==> config.mk <==
export PLATFORM = sky130hd
export DESIGN_NAME = dark_mem_arbiter
export DESIGN_NICKNAME = d
export VERILOG_FILES = /design/src/rtl/dark_mem_arbiter.sv
export SDC_FILE = /design/constraint.sdc
export NUM_CORES = 1
export LEC_CHECK = 0
export BUFFER_PORTS_ARGS = -buffer_cell sky130_fd_sc_hd__buf_2
export CAP_MARGIN = 25
export CORE_AREA = 3 3 165 167
export CTS_CLUSTER_SIZE = 40
export DETAILED_ROUTE_END_ITERATION = 8
export DIE_AREA = 0 0 168 170
export PLACE_DENSITY_LB_ADDON = 0.05
export SLEW_MARGIN = 20
export SYNTH_ARGS = -nofsm -noshare
export SYNTH_HDL_FRONTEND = slang
export SYNTH_SLANG_ARGS = --single-unit
==> constraint.sdc <==
create_clock -name CLK -period 8 [get_ports CLK]
set_input_delay 2 -clock CLK [delete_from_list [all_inputs] [get_ports CLK]]
set_output_delay 2 -clock CLK [all_outputs]
set_load 0.005 [all_outputs]
==> src/rtl/dark_mem_arbiter.sv <==
// Arbitrates per-core memory requests onto a single memory command port.
// Fixed-priority or round-robin selection, one transaction in flight, optional response timeout.
module dark_mem_arbiter #(
    parameter int unsigned   NCORES  = 4,
    parameter int unsigned   AW      = 32,
    parameter int unsigned   DW      = 32,
    parameter int unsigned   MODE    = 1,
    parameter int unsigned   TIMEOUT = 255,
    parameter logic [DW-1:0] ERRDATA = DW'(32'hDEADBEEF)
) (
    input  logic                                        CLK,
    input  logic                                        RESn,
    input  logic [AW*NCORES-1:0]                        DADDR,
    input  logic [DW*NCORES-1:0]                        DATAO,
    input  logic [NCORES-1:0]                           WR,
    input  logic [NCORES-1:0]                           RD,
    input  logic [(DW/8)*NCORES-1:0]                    BE,
    output logic [DW-1:0]                               DATAI,
    output logic [NCORES-1:0]                           HLT,
    output logic [NCORES-1:0]                           ERR,
    output logic [((NCORES > 1) ? $clog2(NCORES) : 1)-1:0] GNT,
    output logic [AW-1:0]                               REF_ADDR,
    output logic [DW-1:0]                               REF_DATA,
    output logic [DW/8-1:0]                             REF_BE,
    output logic                                        REF_RD,
    output logic                                        REF_WR,
    output logic                                        REF_VALID,
    input  logic                                        MEM_READY,
    input  logic                                        MEM_VALID,
    input  logic [DW-1:0]                               MEM_DATA
);

    localparam int unsigned BW = DW / 8;
    localparam int unsigned GW = (NCORES > 1) ? $clog2(NCORES) : 1;
    localparam int unsigned SW = GW + 1;
    localparam int unsigned CW = (TIMEOUT > 1) ? $clog2(TIMEOUT) : 1;
    localparam logic [CW-1:0] TO_LAST = CW'((TIMEOUT > 0) ? (TIMEOUT - 1) : 0);

    typedef enum logic [1:0] {S_IDLE, S_ISSUE, S_WAIT, S_RELEASE} state_t;

    state_t            state_q, state_d;
    logic [GW-1:0]     ptr_q, ptr_d;
    logic [CW-1:0]     cnt_q, cnt_d;
    logic [GW-1:0]     gnt_d;
    logic [AW-1:0]     addr_d;
    logic [DW-1:0]     data_d;
    logic [BW-1:0]     be_d;
    logic              rd_d, wr_d, valid_d;
    logic [DW-1:0]     datai_d;
    logic [NCORES-1:0] err_d;

    logic [NCORES-1:0] seize, rel, rot;
    logic [GW-1:0]     off, sel;
    logic [SW-1:0]     sum;
    logic [AW-1:0]     sel_addr;
    logic [DW-1:0]     sel_data;
    logic [BW-1:0]     sel_be;

    assign seize = WR | RD;
    assign rel   = (state_q == S_RELEASE) ? (NCORES'(1) << GNT) : '0;
    assign HLT   = seize & ~rel;

    // Winner selection: rotate requests so the pointer sits at bit 0, pick the lowest set bit.
    always_comb begin
        rot = NCORES'({seize, seize} >> ptr_q);
        off = '0;
        for (int i = NCORES - 1; i >= 0; i--) begin
            if (rot[i]) off = GW'(i);
        end
        sum = {1'b0, ptr_q} + {1'b0, off};
        if (sum >= SW'(NCORES)) sum = sum - SW'(NCORES);
        sel = sum[GW-1:0];
        if (MODE == 0) begin
            sel = '0;
            for (int i = NCORES - 1; i >= 0; i--) begin
                if (seize[i]) sel = GW'(i);
            end
        end
    end

    always_comb begin
        sel_addr = '0;
        sel_data = '0;
        sel_be   = '0;
        for (int i = 0; i < NCORES; i++) begin
            if (sel == GW'(i)) begin
                sel_addr = DADDR[AW*i +: AW];
                sel_data = DATAO[DW*i +: DW];
                sel_be   = BE[BW*i +: BW];
            end
        end
    end

    always_comb begin
        state_d = state_q;
        ptr_d   = ptr_q;
        cnt_d   = cnt_q;
        gnt_d   = GNT;
        addr_d  = REF_ADDR;
        data_d  = REF_DATA;
        be_d    = REF_BE;
        rd_d    = REF_RD;
        wr_d    = REF_WR;
        valid_d = REF_VALID;
        datai_d = DATAI;
        err_d   = '0;
        case (state_q)
            S_IDLE: begin
                if (|seize) begin
                    gnt_d   = sel;
                    ptr_d   = (sel == GW'(NCORES - 1)) ? '0 : GW'(sel + 1'b1);
                    addr_d  = sel_addr;
                    data_d  = sel_data;
                    be_d    = sel_be;
                    rd_d    = RD[sel];
                    wr_d    = WR[sel];
                    valid_d = 1'b1;
                    state_d = S_ISSUE;
                end
            end
            S_ISSUE: begin
                if (MEM_READY) begin
                    valid_d = 1'b0;
                    cnt_d   = '0;
                    state_d = S_WAIT;
                end
            end
            S_WAIT: begin
                // A response arriving on the last allowed cycle beats the timeout.
                if (MEM_VALID) begin
                    datai_d = MEM_DATA;
                    rd_d    = 1'b0;
                    wr_d    = 1'b0;
                    state_d = S_RELEASE;
                end else if ((TIMEOUT != 0) && (cnt_q == TO_LAST)) begin
                    datai_d = ERRDATA;
                    err_d   = NCORES'(1) << GNT;
                    rd_d    = 1'b0;
                    wr_d    = 1'b0;
                    state_d = S_RELEASE;
                end else begin
                    cnt_d = cnt_q + 1'b1;
                end
            end
            S_RELEASE: state_d = S_IDLE;
            default:   state_d = S_IDLE;
        endcase
    end

    always_ff @(posedge CLK or negedge RESn) begin
        if (!RESn) begin
            state_q   <= S_IDLE;
            ptr_q     <= '0;
            cnt_q     <= '0;
            GNT       <= '0;
            REF_ADDR  <= '0;
            REF_DATA  <= '0;
            REF_BE    <= '0;
            REF_RD    <= 1'b0;
            REF_WR    <= 1'b0;
            REF_VALID <= 1'b0;
            DATAI     <= '0;
            ERR       <= '0;
        end else begin
            state_q   <= state_d;
            ptr_q     <= ptr_d;
            cnt_q     <= cnt_d;
            GNT       <= gnt_d;
            REF_ADDR  <= addr_d;
            REF_DATA  <= data_d;
            REF_BE    <= be_d;
            REF_RD    <= rd_d;
            REF_WR    <= wr_d;
            REF_VALID <= valid_d;
            DATAI     <= datai_d;
            ERR       <= err_d;
        end
    end

endmodule

# Word level (Yosys, flattened, before mapping)
# Index checks and enable logic that the tools add are counted.
# W data, S select, Z words.
totals:
  register_bits: 121
  latchBits: 0
  mem_bits_rw: 0
  mem_bits_ro: 0
  inputBits: 316
  output_inout_bits: 113
  elab_cells: 94
  mem_count: 0
classes:
  addsub: 4
  multipliers: 0
  div_mod_pow: 0
  n_lt_le_gt_ge: 2
  n_eq_ne: 12
  shifts: 2
  mux: 46
  n_bitwise: 3
  reduce_logical: 13
ops:
  columns: ["operator", "count"]
  rows:
  - ["$mux W32", 10]
  - ["$mux W4", 8]
  - ["$mux W8", 3]
  - ["$mux W2", 10]
  - ["$pmux W8 S2", 1]
  - ["$reduce_and A3 Y1", 3]
  - ["$add A8 B1 Y8 const B", 1]
  - ["$eq A2 B2 Y1 const B", 4]
  - ["$eq A8 B8 Y1 const B", 1]
  - ["$mux W1", 8]
  - ["$ne A2 B2 Y1 const B", 4]
  - ["$pmux W2 S4", 1]
  - ["$reduce_bool A2 Y1", 4]
  - ["$shr A8 B2 Y4", 1]
  - ["$pmux W1 S2", 3]
  - ["$and A4 B4 Y4", 1]
  - ["$bmux W1 S2", 2]
  - ["$eq A2 B1 Y1 const B", 2]
  - ["$logic_not A2 Y1", 2]
  - ["$not A4 Y4", 1]
  - ["$or A4 B4 Y4", 1]
  - ["$reduce_and A2 Y1", 2]
  - ["$reduce_and A4 Y1", 1]
  - ["$reduce_or A4 Y1", 1]
  - ["other kinds (7)", 7]

# Longest topological paths before layout
depth:
  ltp_word: 14
  depth_mapped: 16
  mapped_depth_nobuf: 13

# Worst setup path before layout
# Ideal clock, no wire load.
synth_timing:
  kind: "input to register"
  start: "in RD[2]"
  end: "reg REF_ADDR[0]"
  setup_ns: 0.133
  t_arrival_ns: 4.936
  path_slack_ns: 2.930
  path_stages: 15
  n_path_buf: 3
  path_cell_list: "nor4_2 > or3b_2 > o2111ai_1 > ha_1 > xor2_1 > xnor2_2 > inv_1 > ha_1 > buf_2 > clkbuf_1 > clkbuf_1 > a221oi_1 > nor3_1 > a21oi_1 > o21ai_0"
synth_via:
  elab_chain_cells: 14
  word_cells_on_any_way: 20
  cone_classes: "add/sub (2); order compare (1); eq/ne (3); shift (1); mux (9); bitwise (1); reduce/logical (3)"
synth_lines:
  columns: ["item", "line_no", "source"]
  rows:
  - ["start: declaration", "16", "input logic [NCORES-1:0] RD,"]
  - ["$or A4 B4 Y4 (*)", "59", "assign seize = WR | RD;"]
  - ["$shr A8 B2 Y4 (*)", "65", "rot = NCORES'({seize, seize} >> ptr_q);"]
  - ["$mux W2 (3 in a row)", "68", "if (rot[i]) off = GW'(i);"]
  - ["$mux W2 (*)", "68", null]
  - ["$add A2 B2 Y3 (*)", "70", "sum = {1'b0, ptr_q} + {1'b0, off};"]
  - ["$ge A3 B3 Y1 or $sub A2 B1 Y2 (tied branches)", "71", "if (sum >= SW'(NCORES)) sum = sum - SW'(NCORES);"]
  - ["$mux W2 (*)", "71", null]
  - ["via sum[1]", "54", "logic [SW-1:0] sum;"]
  - ["$logic_not A2 Y1", "86", "if (sel == GW'(i)) begin"]
  - ["$mux W32 (3 in a row)", "86", null]
  - ["$mux W32 (*)", "86", null]
  - ["end signal: assignment", "169", "REF_ADDR <= addr_d;"]
  - ["end: declaration", "22", "output logic [AW-1:0] REF_ADDR,"]
# The timed path passes the listed nets; every way through them passes the cells marked *.
# A chain may end at the register's enable or synchronous reset.

# Final worst setup path
layout_timing:
  start: "in RD[2]"
  end: "reg REF_DATA[29]"
layout_via:
  elab_chain_cells: 14
  word_cells_on_any_way: 20
  cone_classes: "add/sub (2); order compare (1); eq/ne (3); shift (1); mux (9); bitwise (1); reduce/logical (3)"
layout_lines:
  columns: ["item", "line_no", "source"]
  rows:
  - ["$or A4 B4 Y4 (*)", "59", null]
  - ["$shr A8 B2 Y4 (*)", "65", null]
  - ["$mux W2 (3 in a row)", "68", null]
  - ["$mux W2 (*)", "68", null]
  - ["$add A2 B2 Y3 (*)", "70", null]
  - ["$ge A3 B3 Y1 or $sub A2 B1 Y2 (tied branches)", "71", null]
  - ["$mux W2 (*)", "71", null]
  - ["via sum[1]", "54", null]
  - ["$logic_not A2 Y1", "86", null]
  - ["$mux W32 (3 in a row)", "86", null]
  - ["$mux W32 (*)", "86", null]
  - ["end signal: assignment", "170", "REF_DATA <= data_d;"]
  - ["end: declaration", "23", "output logic [DW-1:0] REF_DATA,"]
# Marked as above.

==> flow_metrics.py <==
metrics = {
    "clocking": {
        "post-cts-setup-buffer-count": 0,
        "clock_sinks": 121,
        "postCtsResizedCells": 0,
        "cts_tree": "done",
        "clkSlewWorstSetupHoldPaths_ns": 0.06,
        "cts_buffer_depth": 2,
        "postCtsHoldBufs": 0,
        "htree_levels": 4,
        "cts.root.buffer_cell": "clkbuf_16",
        "numCtsBuffers": 17,
        "clkLatencyLatePin_ns": 0.42,
    },
    "die": {
        "pin_count": 429,
        "die_x_um": 168,
        "rows": 59,
        "die_h_um": 170,
        "initial_core_util": 0.281,
        "core_mm2": 0.0259,
        "dieArea_mm2": 0.0286,
    },
    "synth": {
        "syn_area_per_cell_um2": 8.70,
        "post-synth-top-count-cell": "nor2b_1",
        "synth_seq_area_share": 0.416,
        "netlist.area_leader.share": 0.416,
        "async_reset_ff_frac": 1.00,
        "synthTopCellsByArea": "dfrtp_1 (42%), nor2b_1 (12%), a221oi_1 (8.2%), a21oi_1 (5.3%), nor3_1 (5.1%)",
        "syn_area_mm2": 0.00728,
        "synth_edf_count": 0,
        "ys.warnings.count": 0,
        "synth_ff_type": "dfrtp_1",
        "synthDistinctLibCells": 52,
        "synth_cells": 837,
        "synth_top_cell_by_area": "dfrtp_1",
        "ys_ff_latch": 121,
        "synthesis.nets": 1165,
        "ys_top_cells_by_count": "nor2b_1 (134), dfrtp_1 (121), nand2_1 (81)",
    },
    "placement": {
        "portBuffers": 428,
        "place.gp.congestion": 0.883,
        "hpwl_um": 23000,
        "place_area_mm2": 0.00967,
    },
    "power_and_ir_drop": {
        "ir_drop_mv": 0.320,
        "power.leakage_nw": 4.94,
        "internal-power_w": 0.00253,
        "p_sw_w": 0.00219,
        "finalPower_w": 0.00472,
        "power_frac_seq": 0.219,
        "p_clk_frac": 0.166,
        "powerDensity_mw_per_mm2": 458,
        "pwr-share-comb": 0.615,
        "switching_share": 0.464,
    },
    "timing": {
        "tightest_slew_ns": 0.964,
        "fmax_mhz": 173,
        "fin_crit_ns": 5.78,
        "final.setup.tns_ns": 0,
        "rsz0062_at_grt": "no",
        "drv_slew": 0,
        "period_share": 0.723,
        "relSlewSlack": 0.358,
        "holdWs_ns": 0.474,
        "fin_skew_ns": 0.0139,
        "final-hold-violation-count": 0,
        "setup-violations-final": 0,
    },
    "final_layout": {
        "final_cell_area_mm2": 0.0103,
        "nNetsFinal": 1546,
        "area_growth_pct": 41.7,
        "drive_above_1_share": 0.392,
    },
    "route": {
        "wl_per_cell_um": 19.2,
        "route.detailed.drc": 0,
        "drt-total-wl_um": 30100,
        "vias_per_cell": 4.93,
        "vias": 7729,
        "first_iter_violations": 304,
        "ant_nets": 0,
        "drt_first_pass_iters": 4,
    },
    "worst_setup_path": {
        "crit_path_end_kind": "flop",
        "critPathKind": "input port to flop",
        "critPathArrivalTime_ns": 6.05,
        "setup.worst_path.start_class": "input port",
        "cp_slowest_cell": "ha_4",
        "path_cells": "buf_2 > nor4_2 > or3b_2 > o2111ai_1 > ha_1 > xor2_1 > xnor2_2 > inv_1 > ha_4 > buf_4 > nor2b_1 > nor3_1 > a21oi_1 > o21ai_0",
        "path_max_fanout": 96,
        "slowest_delay_ns": 0.72,
        "required_ns": 8.26,
    },
    "job": {
        "cap_viol_max_count": 0,
    },
    "global_routing": {
        "grt_pass1_wl_um": 44600,
        "grt_usage": 0.200,
        "grt_overflow": 0,
        "grt_max_degree": 97,
        "antenna_found_initial": 7,
        "grt_pass1_vias": 7591,
    },
    "worst_hold_path": {
        "hold_path_class": "flop to flop",
    },
    "status": {
        "status": "finished, final reports clean",
    },
}
==> cells by family (layout without fill, tap and decap cells) <==
| family | after synthesis | count (layout) | share of synthesized area |
|---|---|---|---|
| AND/OR/NAND/NOR | 332 | 332 | 0.246 |
| AO/OA/AOI/OAI | 272 | 272 | 0.247 |
| flip-flops | 121 | 121 | 0.416 |
| buffers and inverters | 84 | 478 | 0.0478 |
| adder cells (fa/ha/maj) | 12 | 12 | 0.0206 |
| multiplexers | 11 | 11 | 0.0155 |
| XOR/XNOR | 5 | 5 | 0.00705 |
| other | 0 | 2 | 0 |
==> metrics by stage <==
| step | util | worst slack [ns] | instances |
|---|---|---|---|
| 2_1_floorplan | - | 2.93 | 837 |
| 3_3_place_gp | 0.372 | 1.90 | 1531 |
| 3_5_place_dp | 0.373 | 1.79 | 1532 |
| 4_1_cts | 0.396 | 2.26 | 1564 |
| 5_1_grt | 0.398 | 1.88 | 1566 |
| 6_report | 0.398 | 2.22 | 1568 |
==> flip-flops by register name, summed over array words and instances (netlist names), 2 cells and up <==
signal    cells
DATAI        32
ERR           4
GNT           2
REF_ADDR     32
REF_BE        4
REF_DATA     32
cnt_q         8
ptr_q         2
state_q       2
==> power groups by stage <==
stage          Sequential, W  Clock, W  Combinational (W)
5_1_grt              0.00107  0.000834            0.00330
3_3_place_gp         0.00104         0            0.00293
6_report             0.00103  0.000782            0.00290
2_1_floorplan        0.00104         0            0.00200
3_5_place_dp         0.00105         0            0.00296
4_1_cts              0.00104  0.000806            0.00295
==> area by class of cell <==
class | instances | area [µm²]
Inverter | 8 | 30.0
Clock inverter | 14 | 154
Antenna cell | 2 | 5.00
Timing Repair Buffer | 438 | 2280
Fill cell | 2777 | 15600
Tap cell | 335 | 419
Sequential cell | 121 | 3030
Multi-Input combinational cell | 632 | 3960
Clock buffer | 18 | 439
==> path summary, 6_finish.rpt <==
path,start,end,slack [ns],depth (start not counted)
max reg2reg,ptr_q[0]$_DFFE_PN0P_,REF_DATA[29]$_DFFE_PN0P_,3.82,12
max in group asynchronous,RESn,REF_ADDR[10]$_DFFE_PN0P_,5.47,3
min in group asynchronous,RESn,ERR[3]$_DFF_PN0_,1.52,1
min reg2reg,REF_ADDR[16]$_DFFE_PN0P_,REF_ADDR[16]$_DFFE_PN0P_,0.47,2
min,REF_ADDR[16]$_DFFE_PN0P_,REF_ADDR[16]$_DFFE_PN0P_,0.47,2
max,RD[2],REF_DATA[29]$_DFFE_PN0P_,2.22,14
==> placed cells by master, fill, tap and decap left out, types with 2 or more instances in the layout <==
master | Yosys | layout
o22ai_1 | 2 | 2
nor2_1 | 10 | 10
o22a_1 | 24 | 24
clkinv_4 | 0 | 5
ha_1 | 12 | 8
inv_6 | 0 | 4
inv_1 | 8 | 8
a21boi_1 | 2 | 2
a21oi_1 | 77 | 77
a31oi_1 | 4 | 4
clkbuf_16 | 0 | 17
nand4_1 | 3 | 3
nor3_1 | 74 | 74
and3_1 | 2 | 2
a221oi_1 | 68 | 68
o21ai_0 | 65 | 65
o2bb2ai_1 | 2 | 2
dfrtp_1 | 121 | 121
buf_2 | 17 | 427
nand3_1 | 3 | 3
xor2_1 | 4 | 4
or4b_1 | 2 | 2
nor4_1 | 6 | 6
buf_6 | 0 | 2
diode_2 | 0 | 2
nand3b_1 | 2 | 2
buf_4 | 3 | 5
buf_12 | 0 | 2
and2_1 | 2 | 2
and4_1 | 2 | 2
nor2b_1 | 134 | 134
nand2_1 | 81 | 81
inv_8 | 0 | 4
or4_1 | 2 | 2
o21ai_1 | 11 | 11
nor4_2 | 2 | 2
a22o_1 | 8 | 8
ha_4 | 0 | 4
mux2i_1 | 9 | 9
==> worst max-delay path: cells and delay by family <==
family                     cells  cell delay, ns
AOI/OAI and AO/OA              3            0.30
xor gates and xnor gates       2            0.76
adders and majority gates      2            0.91
buffers and inverters          3            0.81
and+or+nand+nor                4            1.12
==> routing by layer <==
metal | vias to the layer above | track usage | part of all wire
li1 | 3835 | - | -
met1 | 3556 | 0.231 | 0.40
met2 | 291 | 0.358 | 0.51
met3 | 37 | 0.0650 | 0.073
met4 | 10 | 0.0548 | 0.020
met5 | - | 0 | 0.0018
No activity file was read; power rests on OpenSTA's default activity.
